`config.mk`:
```
export PLATFORM = sky130hd
export DESIGN_NAME = mem_port_arbiter_flat
export DESIGN_NICKNAME = d
export VERILOG_FILES = /design/src/rtl/mem_port_arbiter_pkg.sv /design/src/rtl/mem_port_arbiter_if.sv /design/src/rtl/mem_arb_watchdog.sv /design/src/rtl/mem_port_arbiter.sv /design/src/flat_wrapper.sv
export SDC_FILE = /design/constraint.sdc
export NUM_CORES = 1
export LEC_CHECK = 0
export BUFFER_PORTS_ARGS = -buffer_cell sky130_fd_sc_hd__clkbuf_2
export CAP_MARGIN = 20
export CORE_MARGIN = 5
export CORE_UTILIZATION = 45
export CTS_CLUSTER_DIAMETER = 200
export DETAILED_ROUTE_END_ITERATION = 8
export PLACE_DENSITY = 0.78
export SETUP_SLACK_MARGIN = 0.02
export SYNTH_ARGS = -nofsm -noshare
export SYNTH_HDL_FRONTEND = slang
export SYNTH_SLANG_ARGS = --single-unit
```
`constraint.sdc`:
```
create_clock -name clk -period 6.8 [get_ports clk]
set_input_delay 0.34 -clock clk [delete_from_list [all_inputs] [get_ports clk]]
set_output_delay 0.34 -clock clk [all_outputs]
set_load 0.1 [all_outputs]
```
`src/rtl/mem_port_arbiter_pkg.sv`:
```
// rtl/mem_port_arbiter_pkg.sv - shared types and defaults for the unified memory port arbiter
// Package mips_mem_pkg
//   arb_state_t : arbiter FSM states (IDLE, D_WAIT, I_WAIT)
//   owner_t     : which requester owns the outstanding transaction
//   AW_DEF/DW_DEF : default address/data widths
package mips_mem_pkg;

    localparam int AW_DEF = 32;
    localparam int DW_DEF = 32;

    typedef enum logic [1:0] {
        IDLE   = 2'd0,
        D_WAIT = 2'd1,
        I_WAIT = 2'd2
    } arb_state_t;

    typedef enum logic {
        OWN_I = 1'b0,
        OWN_D = 1'b1
    } owner_t;

    // The wait state itself records who owns the memory.
    function automatic owner_t state_owner(input arb_state_t s);
        return (s == D_WAIT) ? OWN_D : OWN_I;
    endfunction

endpackage

```
`src/rtl/mem_port_arbiter_if.sv`:
```
// rtl/mem_port_arbiter_if.sv - fetch/data request and memory bus bundle for the arbiter
// Signals
//   fetch side : if_req, if_addr -> if_rdata, if_valid
//   data side  : d_rd, d_wr, d_addr, d_wdata -> d_rdata, d_valid
//   hazard     : stall_if, stall_pipe, mem_err
//   memory     : m_req, m_we, m_addr, m_wdata -> m_rdata, m_ack
// Modports
//   slave  : the arbiter's view
//   master : the pipeline + memory environment's view
interface mem_port_arbiter_if #(
    parameter int AW = 32,
    parameter int DW = 32
) ();
    logic          if_req;
    logic [AW-1:0] if_addr;
    logic [DW-1:0] if_rdata;
    logic          if_valid;

    logic          d_rd;
    logic          d_wr;
    logic [AW-1:0] d_addr;
    logic [DW-1:0] d_wdata;
    logic [DW-1:0] d_rdata;
    logic          d_valid;

    logic          stall_if;
    logic          stall_pipe;
    logic          mem_err;

    logic          m_req;
    logic          m_we;
    logic [AW-1:0] m_addr;
    logic [DW-1:0] m_wdata;
    logic [DW-1:0] m_rdata;
    logic          m_ack;

    modport slave (
        input  if_req, if_addr, d_rd, d_wr, d_addr, d_wdata, m_rdata, m_ack,
        output if_rdata, if_valid, d_rdata, d_valid, stall_if, stall_pipe,
               mem_err, m_req, m_we, m_addr, m_wdata
    );

    modport master (
        output if_req, if_addr, d_rd, d_wr, d_addr, d_wdata, m_rdata, m_ack,
        input  if_rdata, if_valid, d_rdata, d_valid, stall_if, stall_pipe,
               mem_err, m_req, m_we, m_addr, m_wdata
    );
endinterface

```
`src/rtl/mem_arb_watchdog.sv`:
```
// rtl/mem_arb_watchdog.sv - wait-cycle counter that flags a memory transaction that never acks
// Used only when MEM_ARB_TIMEOUT_EN is defined.
// Ports
//   clk, rst : clock, asynchronous active-high reset
//   active   : a transaction is outstanding (counter clears while low)
//   ack      : memory completion this cycle
//   timeout  : this cycle is the TIMEOUT-th wait cycle without ack
module mem_arb_watchdog #(
    parameter int TIMEOUT = 255
) (
    input  logic clk,
    input  logic rst,
    input  logic active,
    input  logic ack,
    output logic timeout
);
    localparam int CW = (TIMEOUT > 255) ? $clog2(TIMEOUT + 1) : 8;

    logic [CW-1:0] cnt_q;
    logic [CW-1:0] cnt_d;

    always_comb begin
        cnt_d = cnt_q;
        if (!active) begin
            cnt_d = '0;
        end else if (!ack) begin
            cnt_d = cnt_q + 1'b1;
        end
    end

    // Fires in the cycle the count would reach TIMEOUT; an ack in the same
    // cycle takes precedence so the transaction completes normally.
    assign timeout = active && !ack && (cnt_q == CW'(TIMEOUT - 1));

    always_ff @(posedge clk or posedge rst) begin
        if (rst) begin
            cnt_q <= '0;
        end else begin
            cnt_q <= cnt_d;
        end
    end
endmodule

```
`src/rtl/mem_port_arbiter.sv`:
```
// rtl/mem_port_arbiter.sv - shares one single-port memory between instruction fetch and load/store
// One transaction at a time; data requests win over fetch. Address/data are
// registered and held until m_ack, then the owner gets a one-cycle valid pulse.
// Optional watchdog: define MEM_ARB_TIMEOUT_EN to abort a wait after TIMEOUT
// cycles with mem_err; otherwise mem_err is 0 and waits are unbounded.
// Ports
//   clk, rst : clock, asynchronous active-high reset
//   bus      : mem_port_arbiter_if.slave (fetch, data, stall, memory signals)
module mem_port_arbiter
    import mips_mem_pkg::*;
#(
    parameter int AW      = AW_DEF,
    parameter int DW      = DW_DEF,
    parameter int TIMEOUT = 255
) (
    input logic              clk,
    input logic              rst,
    mem_port_arbiter_if.slave bus
);
    arb_state_t    state_q,    state_d;
    logic          m_req_q,    m_req_d;
    logic          m_we_q,     m_we_d;
    logic [AW-1:0] m_addr_q,   m_addr_d;
    logic [DW-1:0] m_wdata_q,  m_wdata_d;
    logic [DW-1:0] if_rdata_q, if_rdata_d;
    logic [DW-1:0] d_rdata_q,  d_rdata_d;
    logic          if_valid_q, if_valid_d;
    logic          d_valid_q,  d_valid_d;
    logic          mem_err_q,  mem_err_d;

    logic   d_req;
    logic   timeout_hit;
    owner_t owner;

    assign d_req = bus.d_rd | bus.d_wr;
    assign owner = state_owner(state_q);

`ifdef MEM_ARB_TIMEOUT_EN
    mem_arb_watchdog #(
        .TIMEOUT (TIMEOUT)
    ) u_watchdog (
        .clk     (clk),
        .rst     (rst),
        .active  (state_q != IDLE),
        .ack     (bus.m_ack),
        .timeout (timeout_hit)
    );
`else
    // No watchdog: an outstanding wait never expires.
    assign timeout_hit = (TIMEOUT < 0);
`endif

    always_comb begin
        state_d    = state_q;
        m_req_d    = m_req_q;
        m_we_d     = m_we_q;
        m_addr_d   = m_addr_q;
        m_wdata_d  = m_wdata_q;
        if_rdata_d = if_rdata_q;
        d_rdata_d  = d_rdata_q;
        if_valid_d = 1'b0;
        d_valid_d  = 1'b0;
        mem_err_d  = 1'b0;

        case (state_q)
            IDLE: begin
                // A requester whose valid is pulsing this cycle is done; its
                // still-high request must not start a second transaction.
                if (d_req && !d_valid_q) begin
                    m_req_d   = 1'b1;
                    m_we_d    = bus.d_wr;
                    m_addr_d  = bus.d_addr;
                    m_wdata_d = bus.d_wdata;
                    state_d   = D_WAIT;
                end else if (bus.if_req && !if_valid_q) begin
                    m_req_d  = 1'b1;
                    m_we_d   = 1'b0;
                    m_addr_d = bus.if_addr;
                    state_d  = I_WAIT;
                end
            end
            D_WAIT, I_WAIT: begin
                if (bus.m_ack) begin
                    m_req_d = 1'b0;
                    m_we_d  = 1'b0;
                    state_d = IDLE;
                    if (owner == OWN_D) begin
                        d_valid_d = 1'b1;
                        if (!m_we_q) begin
                            d_rdata_d = bus.m_rdata;
                        end
                    end else begin
                        if_valid_d = 1'b1;
                        if_rdata_d = bus.m_rdata;
                    end
                end else if (timeout_hit) begin
                    m_req_d   = 1'b0;
                    m_we_d    = 1'b0;
                    state_d   = IDLE;
                    mem_err_d = 1'b1;
                    if (owner == OWN_D) begin
                        d_valid_d = 1'b1;
                    end else begin
                        if_valid_d = 1'b1;
                    end
                end
            end
            default: begin
                state_d = IDLE;
                m_req_d = 1'b0;
                m_we_d  = 1'b0;
            end
        endcase
    end

    always_ff @(posedge clk or posedge rst) begin
        if (rst) begin
            state_q    <= IDLE;
            m_req_q    <= 1'b0;
            m_we_q     <= 1'b0;
            m_addr_q   <= '0;
            m_wdata_q  <= '0;
            if_rdata_q <= '0;
            d_rdata_q  <= '0;
            if_valid_q <= 1'b0;
            d_valid_q  <= 1'b0;
            mem_err_q  <= 1'b0;
        end else begin
            state_q    <= state_d;
            m_req_q    <= m_req_d;
            m_we_q     <= m_we_d;
            m_addr_q   <= m_addr_d;
            m_wdata_q  <= m_wdata_d;
            if_rdata_q <= if_rdata_d;
            d_rdata_q  <= d_rdata_d;
            if_valid_q <= if_valid_d;
            d_valid_q  <= d_valid_d;
            mem_err_q  <= mem_err_d;
        end
    end

    // Stalls are combinational so the hazard unit freezes the pipe in the
    // same cycle a request appears, and releases it in the valid cycle.
    assign bus.stall_pipe = d_req & ~d_valid_q;
    assign bus.stall_if   = bus.stall_pipe | (bus.if_req & ~if_valid_q);

    assign bus.m_req    = m_req_q;
    assign bus.m_we     = m_we_q;
    assign bus.m_addr   = m_addr_q;
    assign bus.m_wdata  = m_wdata_q;
    assign bus.if_rdata = if_rdata_q;
    assign bus.d_rdata  = d_rdata_q;
    assign bus.if_valid = if_valid_q;
    assign bus.d_valid  = d_valid_q;
    assign bus.mem_err  = mem_err_q;
endmodule
```
`src/flat_wrapper.sv`:
```
// flat-port wrapper written by rule: the top's interface ports become plain ports
module mem_port_arbiter_flat import mips_mem_pkg::*;
#(
    parameter int AW      = AW_DEF,
    parameter int DW      = DW_DEF,
    parameter int TIMEOUT = 255
)
  (clk, rst, bus_if_req, bus_if_addr, bus_d_rd, bus_d_wr, bus_d_addr, bus_d_wdata, bus_m_rdata, bus_m_ack, bus_if_rdata, bus_if_valid, bus_d_rdata, bus_d_valid, bus_stall_if, bus_stall_pipe, bus_mem_err, bus_m_req, bus_m_we, bus_m_addr, bus_m_wdata);
  mem_port_arbiter_if #(.AW(AW), .DW(DW)) bus_i ();
  input logic clk;
  input logic rst;
  input wire logic [$bits(bus_i.if_req)-1:0] bus_if_req;
  input wire logic [$bits(bus_i.if_addr)-1:0] bus_if_addr;
  input wire logic [$bits(bus_i.d_rd)-1:0] bus_d_rd;
  input wire logic [$bits(bus_i.d_wr)-1:0] bus_d_wr;
  input wire logic [$bits(bus_i.d_addr)-1:0] bus_d_addr;
  input wire logic [$bits(bus_i.d_wdata)-1:0] bus_d_wdata;
  input wire logic [$bits(bus_i.m_rdata)-1:0] bus_m_rdata;
  input wire logic [$bits(bus_i.m_ack)-1:0] bus_m_ack;
  output wire logic [$bits(bus_i.if_rdata)-1:0] bus_if_rdata;
  output wire logic [$bits(bus_i.if_valid)-1:0] bus_if_valid;
  output wire logic [$bits(bus_i.d_rdata)-1:0] bus_d_rdata;
  output wire logic [$bits(bus_i.d_valid)-1:0] bus_d_valid;
  output wire logic [$bits(bus_i.stall_if)-1:0] bus_stall_if;
  output wire logic [$bits(bus_i.stall_pipe)-1:0] bus_stall_pipe;
  output wire logic [$bits(bus_i.mem_err)-1:0] bus_mem_err;
  output wire logic [$bits(bus_i.m_req)-1:0] bus_m_req;
  output wire logic [$bits(bus_i.m_we)-1:0] bus_m_we;
  output wire logic [$bits(bus_i.m_addr)-1:0] bus_m_addr;
  output wire logic [$bits(bus_i.m_wdata)-1:0] bus_m_wdata;
  assign bus_i.if_req = bus_if_req;
  assign bus_i.if_addr = bus_if_addr;
  assign bus_i.d_rd = bus_d_rd;
  assign bus_i.d_wr = bus_d_wr;
  assign bus_i.d_addr = bus_d_addr;
  assign bus_i.d_wdata = bus_d_wdata;
  assign bus_i.m_rdata = bus_m_rdata;
  assign bus_i.m_ack = bus_m_ack;
  assign bus_if_rdata = bus_i.if_rdata;
  assign bus_if_valid = bus_i.if_valid;
  assign bus_d_rdata = bus_i.d_rdata;
  assign bus_d_valid = bus_i.d_valid;
  assign bus_stall_if = bus_i.stall_if;
  assign bus_stall_pipe = bus_i.stall_pipe;
  assign bus_mem_err = bus_i.mem_err;
  assign bus_m_req = bus_i.m_req;
  assign bus_m_we = bus_i.m_we;
  assign bus_m_addr = bus_i.m_addr;
  assign bus_m_wdata = bus_i.m_wdata;
  mem_port_arbiter #(.AW(AW), .DW(DW), .TIMEOUT(TIMEOUT)) u_core (.clk(clk), .rst(rst), .bus(bus_i));
endmodule
```
==> results.toml <==
[cells_and_area]
drive_above_1_share_pct = 64.44
final_net_count = 753
mostFrequentLayoutCell = "clkbuf_2"
multiInputGateArea_sq_um = 2006
regArea_sq_um = 3353
fillers = 969
area_growth_syn_to_layout_pct = 35.78
most-common-layout-cells = "clkbuf_2 (267), dfrtp_1 (134), mux2_2 (66), nand3b_1 (33), o221a_1 (30)"
antenna_cells = 0
final_cells = 798

[global_routing]
grt_pass1_wl_um = 22470
overflow = 0
antenna_found_initial = 0
track_usage_pct = 19.63
grt_max_degree = 95
grt_pass1_vias = 4365

[route]
drtIter0Drc = 199
wl_per_cell_um = 17.81
routed_wirelength_um = 14210
drtPass1Iterations = 5
drc = 0
num_vias = 3986
ant_nets = 0
avgViaCountPerCell = 4.995

[clocking]
cts_root_buffer = "clkbuf_16"
cts_tree = "built"
clock_latency_ps = 410
h-tree-depth = 4
clockBufferDepth = 2
postCtsSetupBuffers = 0
holdBufCountCts = 1
cts.clk_slew.worst_paths_ps = 60
cts_resized = 0
numCtsBuffers = 17
numClockSinks = 134

[synth]
synth_top_family_by_area = "multiplexers"
synth_mux_area_share_pct = 21.21
netlist-cell-type-count = 30
syn_inst = 349
synth_seq_cells = 134
synth_simple_gate_area_share_pct = 6.313
synth.largest_area_cell = "dfrtp_1"
synth_area_leaders = "dfrtp_1 (60%), mux2_2 (13%), mux2_4 (7.8%)"
seq_area_frac_synth_pct = 59.78
syn_area_per_cell_sq_um = 16.07
synth_xor_area_share_pct = 0
synth_compound_area_share_pct = 7.718
syn_area_sq_um = 5609
synth_top_area_share_pct = 59.78
ys_warn_count = 0
synth_adder_area_share_pct = 0.4461
syn_nets = 485

[floorplan]
io_pins = 269
die_height_um = 121.6
die-area_sq_um = 14800
start_util_pct = 46.31
coreArea_sq_um = 12110
rows = 40
fp.dieW_um = 121.6

[sta]
final.period_utilization_pct = 32.80
finClkSkew_ps = 6.770
finalSetupTns_ps = 0
hold_violations = 0
rsz0062_at_grt = "no"
max_freq_mhz = 448.4
finalWorstPathRequiredPeriod_ps = 2230
setup_violations = 0
maxSlewHeadroom_pct = 43.61
tightest_slew_ps = 843.8
drv_slew = 0

[placed_design]
dp_hpwl_um = 10480
numPortBuffers = 267
place_congestion = 0.7586
post-place-cells = 764

[worst_setup_path]
start_kind = "flop"
arrival_ps = 1890
setup.worst_path.class = "reg -> out"
worstPathMaxFanout = 34
required_ps = 6460
cp-end-kind = "output port"

[outcome]
status = "completed"

[hold_path]
hold_path.class = "in -> reg"

[job]
drv_cap = 0
-- critical path, stage by stage (launching register included) --
cell      delay (ps)
dfrtp_1          380
o21bai_4         230
inv_4            320
clkbuf_2         530
-- Yosys cell counts (all sizes together) --
library cell,instances
nand4,1
a21oi,4
nand4b,1
ha,2
nand2b,3
nand3b,33
buf,24
o22ai,1
nand2,3
o221a,32
o21bai,1
nor2b,2
a21boi,1
dfrtp,134
and2,1
nor2,1
inv,5
nand3,2
o22a,1
conb,1
mux2,96
-- state kept, by name (all words and copies together) (netlist names) --
signal,flops
u_core.bus.if_rdata,32
u_core.bus.d_rdata,32
u_core.bus.m_wdata,32
u_core.bus.m_addr,32
u_core.state_q,2
u_core.bus.d_valid,1
u_core.bus.m_we,1
u_core.bus.m_req,1
u_core.bus.if_valid,1
-- per-layer routing --
layer	wire length [um]	GRT usage [%]	share of wire, %
met1	5010	20.97	35
met2	7371	34.13	52
met3	1570	9.099	11
met4	258	7.003	1.8
met5	0	0	0
-- logic make-up after synthesis --
| kind of cell | Yosys count |
|---|---|
| flops | 134 |
| buf+inv | 29 |
| simple gates | 47 |
| mux | 96 |
| other cells | 1 |
| fa+ha+maj | 2 |
| compound gates | 40 |
-- final timing paths --
check | from | to | slack (ps) | depth (start not counted)
hold / removal | bus_d_wdata[27] | u_core.bus.m_wdata[27]$_DFFE_PP0P_ | 160 | 2
max in group asynchronous | rst | u_core.bus.d_valid$_DFF_PP0_ | 5180 | 5
setup / recovery | u_core.bus.d_valid$_DFF_PP0_ | bus_stall_pipe | 4570 | 3
hold reg to reg | u_core.bus.m_req$_DFFE_PP0P_ | u_core.bus.m_req$_DFFE_PP0P_ | 490 | 1
setup reg to reg | u_core.state_q[0]$_DFFE_PP0P_ | u_core.bus.m_addr[17]$_DFFE_PP0P_ | 4800 | 5
min in group asynchronous | rst | u_core.bus.m_wdata[18]$_DFFE_PP0P_ | 520 | 3
-- layout make-up --
class | instances | area share (%)
Sequential cell | 134 | 44.03
Timing Repair Buffer | 273 | 18.43
Multi-Input combinational cell | 186 | 26.33
Inverter | 5 | 0.3121
Clock inverter | 11 | 1.955
Tap cell | 168 | 2.760
Clock buffer | 21 | 6.177
-- metrics by stage --
stage | area [sq um] | hold WS [ps] | setup slack (ps) | utilization (%)
after global placement | 6959 | 386.6 | 4851 | 57.46
after floorplan | 5609 | 471.7 | 2877 | -
after global routing | 7616 | 128.7 | 4480 | 62.88
after detailed placement | 6959 | 402.9 | 4757 | 57.46
after CTS | 7589 | 133.7 | 4548 | 62.66
final | 7616 | 156.6 | 4570 | 62.88
Power is not shown: default switching activity piles up to over one toggle a cycle in this logic, so the estimate is an artifact.
